$ cat src/rtl/ped_crossing.sv
// ped_crossing -- pedestrian-side unit of the traffic controller ped/light link.
//
// Debounces a raw push button, raises ped_req toward the traffic controller,
// waits for the controller to report RED, then runs the steady WALK phase,
// the flashing DONT_WALK phase and a cooldown before another request may rise.
//
// Optional feature: define PED_TIMEOUT_EN to give up on a request that has not
// seen RED within REQ_TIMEOUT cycles (req_timeout pulses, back to IDLE).
// Without the macro REQ waits indefinitely and req_timeout is tied low.
//
// Ports:
//   clk          in   system clock, rising edge
//   rst_n        in   asynchronous active-low reset
//   btn          in   raw asynchronous pedestrian button
//   light_state  in   controller state code (RED = 3'b011, anything else is not RED)
//   ped_req      out  request to the controller, held through the crossing
//   walk         out  steady WALK lamp
//   dont_walk    out  DONT_WALK lamp, steady or flashing
//   countdown    out  remaining cycles in WALK/FLASH/COOLDOWN, 0 otherwise
//   req_pending  out  a press was latched during COOLDOWN (or on an abort)
//   abort        out  one-cycle pulse when a crossing is cut short
//   req_timeout  out  one-cycle pulse on request timeout
//
// All outputs are registered.

module ped_crossing #(
  parameter int DEBOUNCE_CYC = 4,
  parameter int WALK_CYC     = 20,
  parameter int FLASH_CYC    = 10,
  parameter int FLASH_HALF   = 2,
  parameter int COOLDOWN_CYC = 30,
  parameter int REQ_TIMEOUT  = 64,
  parameter int CNT_W        = 8
) (
  input  logic             clk,
  input  logic             rst_n,
  input  logic             btn,
  input  logic [2:0]       light_state,
  output logic             ped_req,
  output logic             walk,
  output logic             dont_walk,
  output logic [CNT_W-1:0] countdown,
  output logic             req_pending,
  output logic             abort,
  output logic             req_timeout
);

  // Every phase length must be at least one cycle and its reload value must
  // fit in the countdown; the counter is reloaded on each phase entry and
  // therefore never wraps.
  if (DEBOUNCE_CYC < 1 || WALK_CYC < 1 || FLASH_CYC < 1 || FLASH_HALF < 1 ||
      COOLDOWN_CYC < 1 || REQ_TIMEOUT < 1 ||
      WALK_CYC > 2**CNT_W || FLASH_CYC > 2**CNT_W ||
      COOLDOWN_CYC > 2**CNT_W) begin : g_param_check
    $error("ped_crossing: phase lengths must be >= 1 and fit in CNT_W bits");
  end

  localparam logic [2:0]       LIGHT_RED  = 3'b011;
  localparam int               DEB_W      = $clog2(DEBOUNCE_CYC + 1);
  localparam logic [DEB_W-1:0] DEB_MAX    = DEB_W'(DEBOUNCE_CYC);
  localparam int               HALF_W     = (FLASH_HALF > 1) ? $clog2(FLASH_HALF) : 1;
  localparam logic [HALF_W-1:0] HALF_LAST = HALF_W'(FLASH_HALF - 1);
  localparam logic [CNT_W-1:0] WALK_LOAD  = CNT_W'(WALK_CYC - 1);
  localparam logic [CNT_W-1:0] FLASH_LOAD = CNT_W'(FLASH_CYC - 1);
  localparam logic [CNT_W-1:0] COOL_LOAD  = CNT_W'(COOLDOWN_CYC - 1);

  typedef enum logic [2:0] {
    S_IDLE,
    S_REQ,
    S_WALK,
    S_FLASH,
    S_COOLDOWN
  } state_t;

  // ---------------------------------------------------------------------------
  // Button path: 2-flop synchroniser, saturating debounce counter, and a
  // registered one-cycle press pulse on the cycle the counter reaches
  // DEBOUNCE_CYC. Holding the button keeps the counter saturated, so a long
  // press yields a single pulse.
  // ---------------------------------------------------------------------------
  logic             btn_meta_q;
  logic             btn_sync_q;
  logic [DEB_W-1:0] deb_cnt_q;
  logic [DEB_W-1:0] deb_cnt_d;
  logic             press_q;

  always_comb begin
    deb_cnt_d = '0;
    if (btn_sync_q) begin
      deb_cnt_d = (deb_cnt_q == DEB_MAX) ? DEB_MAX : deb_cnt_q + 1'b1;
    end
  end

  always_ff @(posedge clk or negedge rst_n) begin
    if (!rst_n) begin
      btn_meta_q <= 1'b0;
      btn_sync_q <= 1'b0;
      deb_cnt_q  <= '0;
      press_q    <= 1'b0;
    end else begin
      btn_meta_q <= btn;
      btn_sync_q <= btn_meta_q;
      deb_cnt_q  <= deb_cnt_d;
      press_q    <= (deb_cnt_d == DEB_MAX) && (deb_cnt_q != DEB_MAX);
    end
  end

  // ---------------------------------------------------------------------------
  // Crossing state machine with registered lamp/request outputs.
  // ---------------------------------------------------------------------------
  state_t            state_q;
  logic [CNT_W-1:0]  cnt_q;
  logic [HALF_W-1:0] half_q;
  logic              ped_req_q;
  logic              walk_q;
  logic              dont_walk_q;
  logic              pending_q;
  logic              abort_q;
  logic              light_red;

`ifdef PED_TIMEOUT_EN
  localparam int              WAIT_W    = (REQ_TIMEOUT > 1) ? $clog2(REQ_TIMEOUT) : 1;
  localparam logic [WAIT_W-1:0] WAIT_LAST = WAIT_W'(REQ_TIMEOUT - 1);
  logic [WAIT_W-1:0] wait_q;
  logic              timeout_q;
`endif

  assign light_red = (light_state == LIGHT_RED);

  always_ff @(posedge clk or negedge rst_n) begin
    if (!rst_n) begin
      state_q     <= S_IDLE;
      cnt_q       <= '0;
      half_q      <= '0;
      ped_req_q   <= 1'b0;
      walk_q      <= 1'b0;
      dont_walk_q <= 1'b1;
      pending_q   <= 1'b0;
      abort_q     <= 1'b0;
`ifdef PED_TIMEOUT_EN
      wait_q      <= '0;
      timeout_q   <= 1'b0;
`endif
    end else begin
      abort_q <= 1'b0;
`ifdef PED_TIMEOUT_EN
      // The wait counter only advances in REQ, so it is zero on every entry.
      timeout_q <= 1'b0;
      wait_q    <= '0;
`endif
      case (state_q)
        S_IDLE: begin
          if (press_q) begin
            state_q   <= S_REQ;
            ped_req_q <= 1'b1;
          end
        end

        S_REQ: begin
          // RED takes priority over a timeout expiring in the same cycle.
          if (light_red) begin
            state_q     <= S_WALK;
            cnt_q       <= WALK_LOAD;
            walk_q      <= 1'b1;
            dont_walk_q <= 1'b0;
          end
`ifdef PED_TIMEOUT_EN
          else if (wait_q == WAIT_LAST) begin
            state_q   <= S_IDLE;
            ped_req_q <= 1'b0;
            timeout_q <= 1'b1;
          end else begin
            wait_q <= wait_q + 1'b1;
          end
`endif
        end

        S_WALK, S_FLASH: begin
          if (!light_red) begin
            // Lost RED mid-crossing: bail out to a steady DONT_WALK cooldown.
            // Checked first so it also wins over a phase expiring this cycle.
            state_q     <= S_COOLDOWN;
            cnt_q       <= COOL_LOAD;
            walk_q      <= 1'b0;
            dont_walk_q <= 1'b1;
            ped_req_q   <= 1'b0;
            abort_q     <= 1'b1;
            pending_q   <= press_q;
          end else if (cnt_q == '0) begin
            if (state_q == S_WALK) begin
              state_q     <= S_FLASH;
              cnt_q       <= FLASH_LOAD;
              walk_q      <= 1'b0;
              dont_walk_q <= 1'b1;
              half_q      <= '0;
            end else begin
              state_q     <= S_COOLDOWN;
              cnt_q       <= COOL_LOAD;
              dont_walk_q <= 1'b1;
              ped_req_q   <= 1'b0;
            end
          end else begin
            cnt_q <= cnt_q - 1'b1;
            if (state_q == S_FLASH) begin
              if (half_q == HALF_LAST) begin
                half_q      <= '0;
                dont_walk_q <= ~dont_walk_q;
              end else begin
                half_q <= half_q + 1'b1;
              end
            end
          end
        end

        S_COOLDOWN: begin
          if (cnt_q == '0) begin
            // A press landing on the expiry cycle still counts as pending.
            if (pending_q || press_q) begin
              state_q   <= S_REQ;
              ped_req_q <= 1'b1;
            end else begin
              state_q <= S_IDLE;
            end
            pending_q <= 1'b0;
          end else begin
            cnt_q <= cnt_q - 1'b1;
            if (press_q) begin
              pending_q <= 1'b1;
            end
          end
        end

        default: begin
          state_q     <= S_IDLE;
          cnt_q       <= '0;
          ped_req_q   <= 1'b0;
          walk_q      <= 1'b0;
          dont_walk_q <= 1'b1;
          pending_q   <= 1'b0;
        end
      endcase
    end
  end

  assign ped_req     = ped_req_q;
  assign walk        = walk_q;
  assign dont_walk   = dont_walk_q;
  assign countdown   = cnt_q;
  assign req_pending = pending_q;
  assign abort       = abort_q;

`ifdef PED_TIMEOUT_EN
  assign req_timeout = timeout_q;
`else
  assign req_timeout = 1'b0;
`endif

endmodule

$ cat config.mk
export PLATFORM = sky130hd
export DESIGN_NAME = ped_crossing
export DESIGN_NICKNAME = d
export VERILOG_FILES = /design/src/rtl/ped_crossing.sv
export SDC_FILE = /design/constraint.sdc
export NUM_CORES = 1
export LEC_CHECK = 0
export ABC_AREA = 1
export BUFFER_PORTS_ARGS = -buffer_cell sky130_fd_sc_hd__buf_2
export CAP_MARGIN = 10
export CORE_MARGIN = 1
export CORE_UTILIZATION = 50
export DETAILED_ROUTE_END_ITERATION = 8
export GPL_ROUTABILITY_DRIVEN = 0
export PLACE_DENSITY = 0.74
export RECOVER_POWER = 50
export SYNTH_ARGS = -nofsm -noshare
export SYNTH_HDL_FRONTEND = slang
export SYNTH_SLANG_ARGS = --single-unit
$ cat constraint.sdc
create_clock -name clk -period 1.4 [get_ports clk]
set_input_delay 0.35 -clock clk [delete_from_list [all_inputs] [get_ports clk]]
set_output_delay 0.35 -clock clk [all_outputs]
set_load 0.01 [all_outputs]
# Word-level counts from Yosys, hierarchy flattened
# Cells that the tools add are included.
op_classes:
  add_sub_neg: 3
  n_eq_ne: 21
  n_mux: 42
  n_bitwise: 5
  reduce_logical: 15
op_table:
  columns: ["operator", "count"]
  rows:
  - ["8-bit two-way mux", 4]
  - ["8-bit one-hot mux with 4 select lines", 1]
  - ["3-bit two-way mux", 8]
  - ["1-bit two-way mux", 23]
  - ["4-bit AND reduction", 4]
  - ["3-bit != test, second input constant", 5]
  - ["2-bit != test, second input constant", 6]
  - ["3-bit one-hot mux with 4 select lines", 1]
  - ["3-bit by 2-bit == test with 1-bit output, second input constant", 3]
  - ["3-bit == test, second input constant", 3]
  - ["1-bit one-hot mux with 3 select lines", 3]
  - ["8-bit logical NOT", 1]
  - ["4-bit != test, second input constant", 2]
  - ["8-bit by 1-bit subtractor with 8-bit output, second input constant", 1]
  - ["3-bit AND reduction", 2]
  - ["6-bit AND reduction", 1]
  - ["2-bit OR reduction", 3]
  - ["5-bit two-way mux", 1]
  - ["1-bit NOT", 5]
  - ["1-bit one-hot mux with 4 select lines", 1]
  - ["3-bit by 1-bit adder with 3-bit output, second input constant", 1]
  - ["3-bit by 1-bit == test with 1-bit output, second input constant", 1]
  - ["3-bit logical NOT", 1]
  - ["2-bit by 1-bit != test with 1-bit output, second input constant", 1]
  - ["4 further kinds", 4]
totals:
  regBits: 23
  inputBits: 6
  output_inout_bits: 14
  word_cells: 98

# Logic depth before layout (Yosys ltp)
# Gate-level depths: netlist (run 1).
logic_depth:
  ltp_word: 6
  ltp_mapped: 9
  mapped_depth_nobuf: 9

# Worst setup path before layout (run 1)
# No wires, ideal clock.
synth_timing:
  kind: "register -> register"
  startpoint: "register cnt_q[0] (netlist: countdown[0])"
  endpoint: "register cnt_q[1] (netlist: countdown[1])"
  setup_ps: 116
  arrival_time_ps: 1328
  required_time_ps: 1284
  setup_slack_ps: -44
  path_stages_with_launch: 10
  path_buffers: 0
  period_less_slack_ps: 1444
  cell_sequence: "dfrtp_1 -> inv_1 -> ha_1 -> nand2_1 -> nor2_4 -> nand2_2 -> nand2_2 -> inv_2 -> nand2_1 -> nand2_1"
synth_via:
  elab_chain_len: 4
  word_cells_on_any_way: 8
  cone_classes: "add/sub (1); eq/ne (1); mux (4); reduce/logical (2)"
synth_lines:
  columns: ["element", "line_no", "source"]
  rows:
  - ["from (decl)", "112", "logic [CNT_W-1:0] cnt_q;"]
  - ["from (signal assigned)", "203", "cnt_q <= cnt_q - 1'b1;"]
  - ["from (signal assigned)", "226", "cnt_q <= cnt_q - 1'b1;"]
  - ["8-bit by 1-bit subtractor with 8-bit output / 8-bit logical NOT (equally long branches)", null, null]
  - ["8-bit two-way mux", "189", "end else if (cnt_q == '0) begin"]
  - ["8-bit two-way mux", "179", "if (!light_red) begin"]
  - ["8-bit one-hot mux with 4 select lines", "151", "case (state_q)"]
# Several ways; a longest one is shown, not always the timed one. The select of a mux whose other input is x is not followed.
# A chain may end at the register's enable or synchronous reset.

# Worst setup path in the final report (run 1)
layout_timing:
  startpoint: "register cnt_q[0] (netlist: countdown[0])"
  endpoint: "register half_q"
layout_via:
  elab_chain_len: 3
  word_cells_on_any_way: 5
  cone_classes: "eq/ne (1); mux (1); reduce/logical (3)"
layout_lines:
  columns: ["element", "line_no", "source"]
  rows:
  - ["8-bit logical NOT *", "189", null]
  - ["2-bit by 1-bit != test with 1-bit output (no line) / 2-bit nonzero test (equally long branches)", null, null]
  - ["4-bit AND reduction (no line)", null, null]
  - ["to (signal assigned)", "209", "half_q <= half_q + 1'b1;"]
  - ["to (decl)", "113", "logic [HALF_W-1:0] half_q;"]
# Mark *: on every way between the ends. The rest lies on a longest branch, timed or not.

==> impl_metrics.sql, run 1 <==
INSERT INTO impl_metrics (metric_group, metric, value, unit) VALUES
('pwr', 'power_density', '2287', 'mW/mm2'),
('detailed_routing', 'wl_per_cell', '14.44', 'um'),
('critical_path', 'worstPathMaxFanout', '7', ''),
('timing', 'rsz0062_at_grt', 'yes', ''),
('timing', 'drv_slew', '0', ''),
('critical_path', 'slowest_stage', 'dfrtp_1', ''),
('critical_path', 'source_of_the_worst_register_to_register_timing_path', 'countdown[0]', ''),
('logic_synthesis', 'synth_cell_type_count', '27', ''),
('worst_hold_path', 'hold_crit_path_type', 'primary input to flip-flop', ''),
('final_layout', 'design.final.nets', '245', ''),
('timing', 'finalSetupViolCount', '15', ''),
('logic_synthesis', 'post_synth_instance_area', '0.001366', 'mm2'),
('floorplan', 'die-area', '0.002946', 'mm2'),
('floorplan', 'row_count', '18', ''),
('detailed_routing', 'detail_route.wirelength', '3.812', 'mm'),
('timing', 'max_freq', '652.2', 'MHz'),
('worst_hold_path', 'hold-path-endpoint', 'btn_meta_q', ''),
('critical_path', 'worst-endpoint-required', '1650', 'ps'),
('logic_synthesis', 'postSynthCellCount', '187', ''),
('worst_hold_path', 'min_path_cells', '1', ''),
('critical_path', 'crit_top_cell', 'buf_4', ''),
('pwr', 'power.ir.vdd_worst', '0.001574', 'V'),
('detailed_routing', 'drc_violations_left', '0', ''),
('timing', 'timing.final.hold_violations', '0', ''),
('logic_synthesis', 'post-synth-top-area-fraction', '0.4029', ''),
('logic_synthesis', 'synthesis.nets', '197', ''),
('global_routing', 'global_route.overflow_total', '0', ''),
('timing', 'worst_clock_skew_on_the_final_layout', '8.292', 'ps'),
('logic_synthesis', 'synth_area_leader_cell', 'dfrtp_1', ''),
('logic_synthesis', 'synth-seq-area-share', '0.4222', ''),
('clock_network', 'cts_htree_levels', '1', ''),
('final_layout', 'num_antenna_cells', '0', ''),
('clock_network', 'cts_made_buffers', '3', ''),
('timing', 'timing.final.crit_share', '1.095', ''),
('critical_path', 'cp_top_family', 'simple AND/OR/NAND/NOR gates', ''),
('detailed_routing', 'vias_per_cell', '5.492', ''),
('pwr', 'total_power', '4186', 'uW'),
('critical_path', 'critical_path_arrival', '1780', 'ps'),
('floorplan', 'start_util', '0.5417', ''),
('global_routing', 'global_route_wire_length_before_repair', '5.340', 'mm'),
('critical_path', 'worstSetupStartpointType', 'flip-flop', ''),
('critical_path', 'r2r.worst_path.cells', '8', ''),
('final_layout', 'fillCellCount', '197', ''),
('pwr', 'p_leak', '0.0009748', 'uW'),
('critical_path', 'setup_cp_type', 'flip-flop to flip-flop', ''),
('timing', 'period_minus_slack', '1533', 'ps'),
('logic_synthesis', 'postSynthRegisterBits', '23', ''),
('placement', 'dpl_cell_area', '0.001622', 'mm2'),
('detailed_routing', 'routed-via-count', '1450', ''),
('global_routing', 'gr-usage-all-layers', '0.2522', ''),
('clock_network', 'clock_tree.root_cell', 'clkbuf_4', ''),
('placement', 'hpwl', '2.470', 'mm'),
('outcome', 'status', 'complete, but fails checks', ''),
('clock_network', 'path_clk_slew', '150', 'ps'),
('clock_network', 'numClockSinks', '23', ''),
('placement', 'numPortBuffers', '18', ''),
('worst_hold_path', 'min_from', 'btn', ''),
('critical_path', 'worstReg2RegEnd', 'half_q', ''),
('flow_run', 'max_cap_viol_count', '0', ''),
('floorplan', 'die_height', '54.28', 'um'),
('logic_synthesis', 'yosysWarnings', '0', ''),
('clock_network', 'cts_tree', 'yes', ''),
('outcome', 'failed_checks', 'negative setup slack', ''),
('logic_synthesis', 'avgSynthCellArea', '7.306', 'um2'),
('timing', 'final_critical_path_setup_slack', '-133.3', 'ps'),
('critical_path', 'list_of_cells_traversed_by_the_critical_path', 'inv_2 -> ha_4 -> nand2_4 -> nor2_4 -> buf_4 -> buf_4 -> or2_2 -> o21ai_1', ''),
('placement', 'pre_cts_ws', '-66.40', 'ps'),
('clock_network', 'cts-root-to-sink-buffers', '2', ''),
('timing', 'tightestPinTransition', '604.7', 'ps'),
('global_routing', 'maximum_number_of_pins_on_one_net_before_global_route_repair', '24', ''),
('detailed_routing', 'initialDrtViolationCount', '65', '');
## worst max-delay path by stage
stage / start / endpoint / slack, ps / depth (start not counted)
global placement: countdown[1] / countdown[4] / 10 / 9
floorplan: countdown[0] / countdown[1] / 9 / 9
global route: countdown[3] / half_q / -190 / 8
finish: countdown[0] / half_q / -130 / 8
detailed placement: countdown[1] / countdown[1] / -70 / 9
CTS: countdown[0] / walk / -40 / 9
## metal layers
layer | up-vias | GRT usage | share of wire
met5 | - | 0 | 0
met4 | 0 | 0.1197 | 0.025
met3 | 12 | 0.02778 | 0.058
met2 | 65 | 0.4533 | 0.52
met1 | 689 | 0.2953 | 0.40
li1 | 684 | - | -
## placed cells by master, fill, tap and decap left out, types with 2 or more instances in the layout
| cell type | synthesis | layout |
|---|---|---|
| nand2_2 | 3 | 6 |
| inv_1 | 16 | 14 |
| buf_6 | 0 | 3 |
| dfrtp_2 | 0 | 2 |
| buf_2 | 0 | 16 |
| nor3_1 | 3 | 3 |
| o21ai_0 | 9 | 5 |
| clkbuf_4 | 0 | 3 |
| xnor2_1 | 2 | 2 |
| nand2_1 | 57 | 51 |
| nor2_4 | 3 | 4 |
| inv_2 | 6 | 7 |
| ha_1 | 4 | 2 |
| nor2_2 | 4 | 8 |
| nand2_4 | 0 | 2 |
| o21ai_1 | 9 | 12 |
| nand3_2 | 1 | 3 |
| or2_2 | 2 | 2 |
| o21ai_2 | 1 | 2 |
| ha_4 | 0 | 2 |
| nand4_1 | 3 | 3 |
| dfrtp_1 | 22 | 20 |
| buf_4 | 1 | 23 |
| nor2_1 | 22 | 17 |
| nand3_1 | 6 | 4 |
| a21oi_1 | 5 | 5 |
| nand3b_1 | 2 | 2 |
## registers in the layout, indices dropped and copies added (netlist names)
signal and cells:
walk 1, btn_sync_q 1, req_pending 1, abort 1, half_q 1, ped_req 1, state_q 3, countdown 8
press_q 1, dont_walk 1, btn_meta_q 1, deb_cnt_q 3
## report_power, final
part	switching [uW]	leakage [uW]	total (uW)	internal, uW
combinational	1620	0.000667	2800	1180
clock	222	0.0000139	331	109
sequential	169	0.000294	1060	889
## cell families after synthesis
| group | synth area share |
|---|---|
| simple gates | 0.3526 |
| fa+ha+maj | 0.03663 |
| compound gates | 0.1007 |
| buf+inv | 0.06594 |
| xor+xnor | 0.01923 |
| other cells | 0.002745 |
| flops | 0.4222 |
## synthesized netlist by cell type (all sizes together)
cell type and count:
o21ai 19, or2 2, conb 1, dfstp 1, ha 4, o21bai 1
nand4 3, nand3b 2, dfrtp 22, nor2 29, xnor2 2, nor3 3
o22ai 1, inv 22, buf 1, nor4 1, a21oi 5, xor2 1
nand3 7, nand2 60
## repair_timing
action | in CTS | in global routing
pin swaps | 5 | 8
hold buffers | 1 | 0
resized for setup | 17 | 19
setup buffers | 4 | 3
setup endpoints to repair | 10 | 19
endpoints found under the hold margin | 22 | 0
gates cloned | 0 | 0
## through the flow
step,instances,hold WS (ps),util
after global placement,252,332.6,0.6429
after floorplan,187,54.41,-
after global routing,264,98.08,0.7257
after detailed placement,252,337.9,0.6429
after CTS,261,114.7,0.6895
final,264,122.4,0.7257
## area by class of cell
class	instances	area (um2)	share of cell area
well taps	30	37.54	0.02051
clock buffers	3	22.52	0.01230
flip-flops and latches	23	579.3	0.3165
inverters	22	87.58	0.04785
multi-input cells	141	794.5	0.4340
clock inverters	1	7.507	0.004101
repair buffers	44	301.5	0.1647
No activity file was read; power rests on OpenSTA's default activity.
==> run 2, diff against run 1 <==
--- a/config.mk
+++ b/config.mk
@@ -12,5 +12,4 @@
 export CORE_UTILIZATION = 50
 export DETAILED_ROUTE_END_ITERATION = 8
-export GPL_ROUTABILITY_DRIVEN = 0
 export PLACE_DENSITY = 0.74
 export RECOVER_POWER = 50
==> constraint.sdc (replaced) <==
create_clock -name clk -period 1.4 [get_ports clk]
set_input_delay 0.35 -clock clk [delete_from_list [all_inputs] [get_ports clk]]
set_output_delay 0.35 -clock clk [all_outputs]
set_load 0.05 [all_outputs]
==> run 2 against run 1 <==
  * The run still ends with negative setup slack left
  * Register-to-register slack about the same
  * Sequential cell count unchanged
  * Cell count up 1.9%
  * Core utilization up 6.8 points
  * Worst setup slack worse by 4.0 ps
  * Sequential power about the same
  * Maximum frequency down 0.26%
  * Die area unchanged
  * Combinational power up 29%
  * Largest cell class unchanged
==> impl_metrics.sql, run 2 (same netlist as run 1, synthesis figures left out) <==
INSERT INTO impl_metrics (metric_group, metric, value, unit) VALUES
('critical_path', 'crit_top_cell', 'nand2_2', ''),
('floorplan', 'chipWidth', '54.28', 'um'),
('clock_network', 'cts_htree_levels', '1', ''),
('critical_path', 'setup_cp_type', 'flip-flop to flip-flop', ''),
('critical_path', 'slowest_stage', 'dfrtp_2', ''),
('worst_hold_path', 'hold-path-endpoint', 'btn_meta_q', ''),
('detailed_routing', 'postRouteAntennaNets', '0', ''),
('outcome', 'status', 'complete, but fails checks', ''),
('critical_path', 'cp_slowest_stage_delay', '450', 'ps'),
('timing', 'final_critical_path_setup_slack', '-137.3', 'ps'),
('floorplan', 'row_count', '18', ''),
('final_layout', 'final_common_cell', 'nand2_1', ''),
('timing', 'drv_slew', '0', ''),
('floorplan', 'core-area', '0.002522', 'mm2'),
('clock_network', 'insertion_delay', '330', 'ps'),
('placement', 'hpwl', '2.520', 'mm'),
('final_layout', 'final_cell_mix', 'nand2_1, buf_4, nor2_1', ''),
('timing', 'setup-tns-final', '-854.3', 'ps'),
('timing', 'finalSetupViolCount', '17', ''),
('detailed_routing', 'detail_route.first_pass.iterations', '4', ''),
('final_layout', 'num_antenna_cells', '0', ''),
('critical_path', 'r2r.worst_path.cells', '8', ''),
('final_layout', 'finalNonFillerCells', '269', ''),
('detailed_routing', 'vias_per_cell', '5.409', ''),
('final_layout', 'fillCellCount', '162', ''),
('clock_network', 'cts_tree', 'yes', ''),
('pwr', 'power_density', '2525', 'mW/mm2'),
('outcome', 'failed_checks', 'negative setup slack', ''),
('placement', 'placedCellCount', '256', ''),
('floorplan', 'start_util', '0.5417', ''),
('worst_hold_path', 'min_path_cells', '1', ''),
('timing', 'worst_hold_slack', '119.5', 'ps'),
('critical_path', 'critical_path_arrival', '1770', 'ps'),
('timing', 'maxSlewHeadroom', '0.6134', ''),
('timing', 'max_freq', '650.5', 'MHz'),
('global_routing', 'global_route_wire_length_before_repair', '5.457', 'mm'),
('detailed_routing', 'wl_per_cell', '13.94', 'um'),
('timing', 'period_minus_slack', '1537', 'ps'),
('worst_hold_path', 'hold_crit_path_type', 'primary input to flip-flop', ''),
('timing', 'tightestPinTransition', '579.9', 'ps'),
('worst_hold_path', 'min_from', 'btn', ''),
('critical_path', 'list_of_cells_traversed_by_the_critical_path', 'nor2_2 -> nand2_2 -> nor2_4 -> inv_2 -> nand2_2 -> nand2_2 -> o21ai_1 -> o21ai_1', ''),
('clock_network', 'clock_tree.root_cell', 'clkbuf_4', ''),
('final_layout', 'drive_gt1_frac', '0.4435', ''),
('pwr', 'power.ir.vdd_worst', '0.002366', 'V'),
('critical_path', 'worstSetupStartpointType', 'flip-flop', ''),
('critical_path', 'source_of_the_worst_register_to_register_timing_path', 'countdown[2]', ''),
('timing', 'timing.final.crit_share', '1.098', ''),
('detailed_routing', 'drc_violations_left', '0', ''),
('floorplan', 'die_height', '54.28', 'um'),
('detailed_routing', 'routed-via-count', '1455', ''),
('clock_network', 'cts-root-to-sink-buffers', '2', ''),
('timing', 'worst_clock_skew_on_the_final_layout', '5.199', 'ps'),
('final_layout', 'design.final.nets', '250', ''),
('placement', 'numPortBuffers', '18', ''),
('detailed_routing', 'initialDrtViolationCount', '68', ''),
('timing', 'timing.final.hold_violations', '0', ''),
('clock_network', 'cts_made_buffers', '3', ''),
('critical_path', 'worstPathMaxFanout', '6', ''),
('clock_network', 'numClockSinks', '23', ''),
('floorplan', 'io_pins', '20', ''),
('critical_path', 'critPathCaptureType', 'flip-flop', ''),
('global_routing', 'global_route.overflow_total', '0', ''),
('final_layout', 'largest_reg_flops', '8', ''),
('critical_path', 'worstReg2RegEnd', 'walk', ''),
('global_routing', 'maximum_number_of_pins_on_one_net_before_global_route_repair', '24', ''),
('detailed_routing', 'detail_route.wirelength', '3.751', 'mm'),
('flow_run', 'max_cap_viol_count', '0', ''),
('critical_path', 'worst-endpoint-required', '1630', 'ps'),
('global_routing', 'antenna_violations_before_repair', '0', ''),
('placement', 'routability_driven_placement_congestion_ratio', '0.9415', ''),
('critical_path', 'rrSetupSlack', '-140', 'ps'),
('clock_network', 'path_clk_slew', '150', 'ps'),
('final_layout', 'synthToLayoutAreaGrowth', '46.52', '%'),
('pwr', 'p_leak', '0.001023', 'uW'),
('global_routing', 'grt_pass1_vias', '1266', ''),
('timing', 'rsz0062_at_grt', 'yes', ''),
('global_routing', 'gr-usage-all-layers', '0.2691', ''),
('floorplan', 'die-area', '0.002946', 'mm2');
==> run 2: metrics by stage <==
stage	total power, uW	instance area [um2]	setup slack (ps)	utilization
floorplan	3044	1406	-71.50	-
global placement	3812	1692	-69.67	0.6706
detailed placement	3893	1692	-85.49	0.6706
CTS	4699	1893	-43.49	0.7505
global route	5401	2002	-210.5	0.7937
finish	5054	2002	-137.3	0.7937
==> run 2: critical path: cells and delay by family, from the launching register on <==
| kind | cells | cell delay (ps) |
|---|---|---|
| AND/OR/NAND/NOR | 5 | 640 |
| AO/OA/AOI/OAI | 2 | 240 |
| flip-flops | 1 | 450 |
| buffers and inverters | 1 | 110 |
==> run 2: worst max-delay path by stage <==
stage | end | cells past startpoint | startpoint
2_1_floorplan | walk | 9 | countdown[0]
3_3_place_gp | countdown[5] | 8 | light_state[1]
3_5_place_dp | countdown[5] | 8 | light_state[1]
4_1_cts | dont_walk | 9 | countdown[0]
5_1_grt | countdown[0] | 8 | countdown[3]
6_report | walk | 8 | countdown[2]
==> run 2: final cells by class <==
type	count	area [um2]	share of cell area
inverters	22	90.09	0.04500
multi-input cells	141	817.0	0.4081
well taps	30	37.54	0.01875
repair buffers	49	437.9	0.2188
clock buffers	3	22.52	0.01125
flip-flops and latches	23	589.3	0.2944
clock inverters	1	7.507	0.003750
==> run 2: where the power goes <==
| part | total, uW | internal (uW) | leakage, uW | switching [uW] |
|---|---|---|---|---|
| logic | 3620 | 1460 | 0.000726 | 2160 |
| registers | 1090 | 905 | 0.000282 | 188 |
| clock network | 342 | 109 | 0.0000139 | 233 |
==> run 2: what timing repair did <==
action,CTS,global route
hold buffers,1,0
setup endpoints to repair,23,25
resized for setup,43,20
endpoints found under the hold margin,22,0
pin swaps,5,1
buffers inserted,3,6
==> run 2: per-layer routing <==
metal	wire (um)	global-route usage	vias up
met3	205	0.04444	11
met1	1511	0.3129	690
met4	97	0.1496	0
li1	-	-	696
met2	1936	0.4654	58
met5	0	0	-
